File: src/rtl/muldiv_pkg.sv
// Shared types and constants for the iterative M-extension multiply/divide unit.
package muldiv_pkg;

   localparam int unsigned XLEN  = 32;
   localparam int unsigned CNT_W = $clog2(XLEN) + 1;

   typedef enum logic [2:0] {MUL, MULH, MULHSU, MULHU, DIV, DIVU, REM, REMU} md_op_e;
   typedef enum logic [2:0] {IDLE, PREP, RUN, FIXUP, DONE} md_state_e;

   function automatic logic [XLEN-1:0] abs_val(input logic [XLEN-1:0] v, input logic is_signed);
      return (is_signed && v[XLEN-1]) ? -v : v;
   endfunction

endpackage

File: src/rtl/muldiv_core.sv
// Iterative datapath: shift-add multiply and restoring divide on magnitudes, one step per cycle.
module muldiv_core
   import muldiv_pkg::*;
(
   input  logic              clk,
   input  logic              rst,
   input  logic              load,
   input  logic              step,
   input  logic              is_div,
   input  logic [XLEN-1:0]   abs_a,
   input  logic [XLEN-1:0]   abs_b,
   output logic [2*XLEN-1:0] acc,
   output logic [XLEN-1:0]   quotient,
   output logic [XLEN-1:0]   remainder
);

   // hi holds the partial product / running remainder, lo the multiplier / quotient bits.
   logic [XLEN-1:0] hi_q, hi_d, lo_q, lo_d, opnd_q, opnd_d;
   logic [XLEN:0]   add_sum, shl_rem, sub_diff, mul_hi;

   always_comb begin
      hi_d     = hi_q;
      lo_d     = lo_q;
      opnd_d   = opnd_q;
      add_sum  = {1'b0, hi_q} + {1'b0, opnd_q};
      shl_rem  = {hi_q, lo_q[XLEN-1]};
      sub_diff = shl_rem - {1'b0, opnd_q};
      mul_hi   = lo_q[0] ? add_sum : {1'b0, hi_q};
      if (load) begin
         hi_d   = '0;
         lo_d   = is_div ? abs_a : abs_b;
         opnd_d = is_div ? abs_b : abs_a;
      end else if (step) begin
         if (is_div) begin
            if (shl_rem >= {1'b0, opnd_q}) begin
               hi_d = sub_diff[XLEN-1:0];
               lo_d = {lo_q[XLEN-2:0], 1'b1};
            end else begin
               hi_d = shl_rem[XLEN-1:0];
               lo_d = {lo_q[XLEN-2:0], 1'b0};
            end
         end else begin
            {hi_d, lo_d} = {mul_hi, lo_q[XLEN-1:1]};
         end
      end
   end

   always_ff @(posedge clk or negedge rst) begin
      if (!rst) begin
         hi_q   <= '0;
         lo_q   <= '0;
         opnd_q <= '0;
      end else begin
         hi_q   <= hi_d;
         lo_q   <= lo_d;
         opnd_q <= opnd_d;
      end
   end

   assign acc       = {hi_q, lo_q};
   assign quotient  = lo_q;
   assign remainder = hi_q;

endmodule

File: src/rtl/muldiv_sequencer.sv
// Control FSM for the M-extension unit: fast divide corner cases, sign handling, pipeline stall.
module muldiv_sequencer
   import muldiv_pkg::*;
(
   input  logic            clk,
   input  logic            rst,
   input  logic            start_i,
   input  logic [2:0]      funct3_i,
   input  logic [XLEN-1:0] op_a_i,
   input  logic [XLEN-1:0] op_b_i,
   input  logic            flush_i,
   output logic            stall_o,
   output logic            busy_o,
   output logic            done_o,
   output logic [XLEN-1:0] result_o
);

   localparam logic [2:0] StIdle  = IDLE;
   localparam logic [2:0] StPrep  = PREP;
   localparam logic [2:0] StRun   = RUN;
   localparam logic [2:0] StFixup = FIXUP;
   localparam logic [2:0] StDone  = DONE;

   localparam logic [XLEN-1:0] MinNeg = {1'b1, {(XLEN-1){1'b0}}};

   logic [2:0]        state_q, state_d, op_q, op_d;
   logic [CNT_W-1:0]  cnt_q, cnt_d;
   logic [XLEN-1:0]   a_q, a_d, b_q, b_d, result_q, result_d;
   logic              neg_q, neg_d, neg_rem_q, neg_rem_d;
   logic              accept, div_zero, div_ovf, fast, in_op;
   logic              is_div, signed_a, signed_b;
   logic [XLEN-1:0]   fast_res, fixup_res, abs_a, abs_b, quotient, remainder;
   logic [2*XLEN-1:0] acc, prod;

   assign accept   = (state_q == StIdle) & start_i & ~flush_i;
   assign in_op    = (state_q == StPrep) | (state_q == StRun) | (state_q == StFixup);
   assign div_zero = funct3_i[2] & (op_b_i == '0);
   assign div_ovf  = ((funct3_i == DIV) | (funct3_i == REM)) & (op_a_i == MinNeg) & (op_b_i == '1);
   assign fast     = div_zero | div_ovf;
   // funct3[1] separates REM/REMU from DIV/DIVU.
   assign fast_res = div_ovf ? (funct3_i[1] ? '0 : MinNeg) : (funct3_i[1] ? op_a_i : '1);

   assign is_div   = op_q[2];
   assign signed_a = (op_q == MULH) | (op_q == MULHSU) | (op_q == DIV) | (op_q == REM);
   assign signed_b = (op_q == MULH) | (op_q == DIV) | (op_q == REM);
   assign abs_a    = abs_val(a_q, signed_a);
   assign abs_b    = abs_val(b_q, signed_b);
   assign prod     = neg_q ? -acc : acc;

   always_comb begin
      if (is_div) begin
         fixup_res = op_q[1] ? (neg_rem_q ? -remainder : remainder)
                             : (neg_q ? -quotient : quotient);
      end else begin
         fixup_res = (op_q == MUL) ? prod[XLEN-1:0] : prod[2*XLEN-1:XLEN];
      end
   end

   always_comb begin
      state_d   = state_q;
      cnt_d     = cnt_q;
      op_d      = op_q;
      a_d       = a_q;
      b_d       = b_q;
      neg_d     = neg_q;
      neg_rem_d = neg_rem_q;
      result_d  = result_q;
      case (state_q)
         StIdle: begin
            if (accept) begin
               if (fast) begin
                  state_d  = StDone;
                  result_d = fast_res;
               end else begin
                  state_d = StPrep;
                  op_d    = funct3_i;
                  a_d     = op_a_i;
                  b_d     = op_b_i;
               end
            end
         end
         StPrep: begin
            state_d   = StRun;
            cnt_d     = CNT_W'(XLEN - 1);
            neg_d     = (signed_a & a_q[XLEN-1]) ^ (signed_b & b_q[XLEN-1]);
            neg_rem_d = signed_a & a_q[XLEN-1];
         end
         StRun: begin
            if (cnt_q == '0) state_d = StFixup;
            else             cnt_d   = cnt_q - CNT_W'(1);
         end
         StFixup: begin
            state_d  = StDone;
            result_d = fixup_res;
         end
         StDone:  state_d = StIdle;
         default: state_d = StIdle;
      endcase
      // A completed op in DONE is not killed by a redirect.
      if (flush_i && in_op) begin
         state_d  = StIdle;
         result_d = result_q;
      end
   end

   always_ff @(posedge clk or negedge rst) begin
      if (!rst) begin
         state_q   <= StIdle;
         cnt_q     <= '0;
         op_q      <= '0;
         a_q       <= '0;
         b_q       <= '0;
         neg_q     <= 1'b0;
         neg_rem_q <= 1'b0;
         result_q  <= '0;
      end else begin
         state_q   <= state_d;
         cnt_q     <= cnt_d;
         op_q      <= op_d;
         a_q       <= a_d;
         b_q       <= b_d;
         neg_q     <= neg_d;
         neg_rem_q <= neg_rem_d;
         result_q  <= result_d;
      end
   end

   muldiv_core u_core (
      .clk       (clk),
      .rst       (rst),
      .load      (state_q == StPrep),
      .step      (state_q == StRun),
      .is_div    (is_div),
      .abs_a     (abs_a),
      .abs_b     (abs_b),
      .acc       (acc),
      .quotient  (quotient),
      .remainder (remainder)
   );

   assign stall_o  = accept | (in_op & ~flush_i);
   assign busy_o   = (state_q != StIdle);
   assign done_o   = (state_q == StDone);
   assign result_o = result_q;

endmodule

File: config.mk
export PLATFORM = sky130hd
export DESIGN_NAME = muldiv_sequencer
export DESIGN_NICKNAME = d
export VERILOG_FILES = /design/src/rtl/muldiv_pkg.sv /design/src/rtl/muldiv_core.sv /design/src/rtl/muldiv_sequencer.sv
export SDC_FILE = /design/constraint.sdc
export NUM_CORES = 1
export LEC_CHECK = 0
export BUFFER_PORTS_ARGS = -buffer_cell sky130_fd_sc_hd__buf_2
export CAP_MARGIN = 20
export CELL_PAD_IN_SITES_DETAIL_PLACEMENT = 0
export CELL_PAD_IN_SITES_GLOBAL_PLACEMENT = 1
export CORE_MARGIN = 2
export CORE_UTILIZATION = 40
export DETAILED_ROUTE_END_ITERATION = 8
export GPL_ROUTABILITY_DRIVEN = 0
export PLACE_DENSITY_LB_ADDON = 0.1
export RECOVER_POWER = 25
export SYNTH_ARGS = -nofsm -noshare
export SYNTH_HDL_FRONTEND = slang
export SYNTH_SLANG_ARGS = --single-unit
File: constraint.sdc
create_clock -name clk -period 4.35 [get_ports clk]
set_input_delay 0.2175 -clock clk [delete_from_list [all_inputs] [get_ports clk]]
set_output_delay 0.2175 -clock clk [all_outputs]
set_load 0.02 [all_outputs]
==> metrics <==
reg2reg path depth=10; Gate Count Post-Synth=about 2200; Max Clock Skew=between 0.02 and 0.025 ns; initial antenna violation count=7; Vias=roughly 18000; CTS tree=done; synth top area cells=dfrtp_1, a21oi_1, o21ai_0; Worst Tran Pin Value=roughly 2.8 ns; crit-path cells=or4_4 > nor4_1 > nand2_1 > or4_1 > buf_4 > o41ai_4 > xor2_1 > nor2_1 > a2111oi_2 > o21ai_1; Slew headroom=-88.7%; Final Cycle Share=between 80% and 90%; clock latency on the worst-skew pair=between 0.5 and 0.6 ns; syn_nets=roughly 2400; WP data required=between 4 and 5 ns; maximum vdd drop=0.407 mV; power per standard cell area=830 nW/um2; core box area=between 40000 and 50000 um2; crit path DAT=about 4.3 ns; pre-CTS WS=around 0.54 ns; ANT cells=0; Slew Viols, Final=slightly below 100; die area=~46000 um2; Hold Path Depth=2; DRT antenna net count=0; Setup Buffers After CTS=0; hold_ws=roughly 0.038 ns; Initial DRT Pass Iterations=5; Setup crit end kind=register; CTS H-tree lvls=1; area grow syn2layout=14.5%; I/O pins=106; first-pass GRT wire length=between 100000 and 150000 um; unrepaired setup endpoints after global routing=no; total congestion overflow=0; hpwl dp=53900 um; run status=finished with violations; worst hold path class=in -> reg; vias per cell=~6.0; vias in the first global route=17136; largest family of logic cells by synthesized area=compound AO/OA/AOI/OAI gates; CTS Buffer Depth=3; Final Hold Violating Endpoints=0; Worst Setup Slack, final=0.493 ns; # fillers=4412; asr flop ratio synth=100%; TNS Setup=0 ns; f_max=259 MHz; Chip Width=~210 um; CP max FO=10; Initial Utilization=between 40% and 50%; critical path's largest stage delay=about 0.7 ns; min Tclk post-route=a little under 4 ns; num rows=77; leakage=approximately 8.6 nW; DRT Wirelength=70300 um; crit start category=register; synthesis-stage register bit count=just over 200; Worst-path clk slew=approximately 0.060 ns; prevailing post-synth register cell=dfrtp_1; failing checks=capacitance limit, slew limit; Post-synth EDFFs=0; Tot GR Track Use=between 30% and 40%; post-synth top area share=29.0%; Die Y=around 210 um; Synth Area in Adders=roughly 5.1%; Seq/Total Area, Yosys=29.0%; final setup vio count=0; Avg WL per Cell=24.0 um; CTS Buf Count=26; DRC Markers=0; layout cell share with drive strength beyond 1=around 13%; max-cap viol count=1; multiplexer area fraction after synthesis=about 7.7%; Post-Synth XOR/XNOR Area=between 9 and 10%; Sink Count=206; post-synthesis compound-gate area fraction=roughly a quarter; Synth area leader=dfrtp_1; Synthesis Warnings=0; simple-gate share of the synthesized area=between 10% and 20%; Cell variety after synth=81; mean post-synth cell area=between 7 and 8 um2; final net count=about 2500; Cell Area, Synth=17800 um2; Worst Path Class, Setup=reg -> reg; clock root cell=clkbuf_16; CP max-delay cell=or4_1; pin count of the biggest net entering global routing=98; Iteration-0 DRC Markers=approximately 1600; PortBufs=about 110
-- synth_stat cells (17+ instances only) --
cell type,number
nand2_1,247
dfrtp_1,206
a21oi_1,191
o21ai_0,190
nor2_1,152
clkbuf_1,151
xnor2_1,102
xor2_1,95
ha_1,70
inv_1,70
mux2i_1,66
mux2_2,63
o211ai_1,47
o21ai_1,47
a21o_1,40
nor3_1,37
nand3_1,34
or3_1,34
o221ai_1,28
nor4_1,27
o31ai_1,27
nand4_1,24
nand2b_1,23
a211oi_1,18
or4_1,18
a31oi_1,17
-- metal layers --
metal	global-route usage (%)	routed length (um)	vias up
met5	0	43	-
met4	12.2	3260	6
met3	4.05	4110	155
met2	48.5	31600	639
met1	40.6	31200	8570
li1	-	-	8255
-- layout make-up --
| cell class | instances | area, um2 | share of cell area (%) |
|---|---|---|---|
| clock buffer | 36 | 739 | 3.63 |
| timing repair buffer | 220 | 1540 | 7.57 |
| tap | 592 | 741 | 3.63 |
| clock inverter | 11 | 144 | 0.706 |
| inverter | 72 | 270 | 1.33 |
| sequential | 206 | 5160 | 25.3 |
| multi-input combinational | 1788 | 11800 | 57.8 |
-- critical path, delay by kind of cell (launching register included) --
kind	cells	cell delay, ns
compound gates	3	0.90
xor+xnor	1	0.19
buf+inv	1	0.26
flops	1	0.44
simple gates	5	1.90
-- registers in the layout, indices dropped and copies added, names as in the netlist --
signal	count
a_q	32
b_q	32
cnt_q	6
neg_q	1
neg_rem_q	1
op_q	3
result_o	32
state_q	3
u_core.opnd_q	32
u_core.quotient	32
u_core.remainder	32
-- layout by cell type (no fill, tap or decap), types with 16 or more instances in the layout --
cell type / instances
o31ai_1: 27
or3_1: 34
dfrtp_1: 204
a211oi_1: 18
xnor2_1: 102
nand3_1: 34
inv_1: 70
a21oi_1: 191
dlygate4sd3_1: 61
o21ai_0: 190
nand2b_1: 23
nor4_1: 26
mux2i_1: 66
nor3_1: 37
or2_2: 16
mux2_2: 63
or4_1: 18
ha_1: 70
o211ai_1: 47
buf_4: 52
a31oi_1: 17
o21ai_1: 46
nand4_1: 24
buf_2: 95
o221ai_1: 28
xor2_1: 95
a21o_1: 40
clkbuf_16: 27
nor2_1: 149
nand2_1: 247
-- where the power goes --
| group | switching, mW | internal, mW |
|---|---|---|
| clock | 0.918 | 1.36 |
| combinational | 6.55 | 4.13 |
| sequential | 1.28 | 2.67 |
| total | 8.75 | 8.17 |
-- per-stage QoR --
| step | std cells | area [um2] | util, % | power, mW |
|---|---|---|---|---|
| global route | 2925 | 20400 | 46.3 | 18.2 |
| finish | 2925 | 20400 | 46.3 | 16.9 |
| detailed placement | 2817 | 18900 | 43.0 | 14.4 |
| CTS | 2925 | 20400 | 46.4 | 16.8 |
| global placement | 2817 | 18900 | 43.0 | 14.4 |
| floorplan | 2230 | 17800 | - | 11.2 |
-- logic make-up (layout without fill, tap and decap cells) --
kind of cell               Yosys count  in the layout
muxes                              129            129
AOI/OAI and AO/OA                  718            718
adders and majority gates           72             72
DFF                                206            206
xor gates and xnor gates           197            197
buffers and inverters              236            339
and+or+nand+nor                    672            672
-- timing repair --
| action | in CTS | in global routing |
|---|---|---|
| resized for setup | 0 | 0 |
| hold buffers | 61 | 0 |
| endpoints found under the hold margin | 161 | 0 |
-- worst paths after layout --
kind	from	to	slack [ns]
worst max register to register	u_core.quotient[22]	result_o[17]	0.49
worst min-delay path	op_a_i[9]	a_q[9]	0.04
max in group asynchronous	rst	op_q[2]	0.64
worst min register to register	result_o[7]	result_o[7]	0.48
worst max-delay path	u_core.quotient[22]	result_o[17]	0.49
min in group asynchronous	rst	u_core.remainder[29]	0.96
Power figures use the tool's default switching activity.
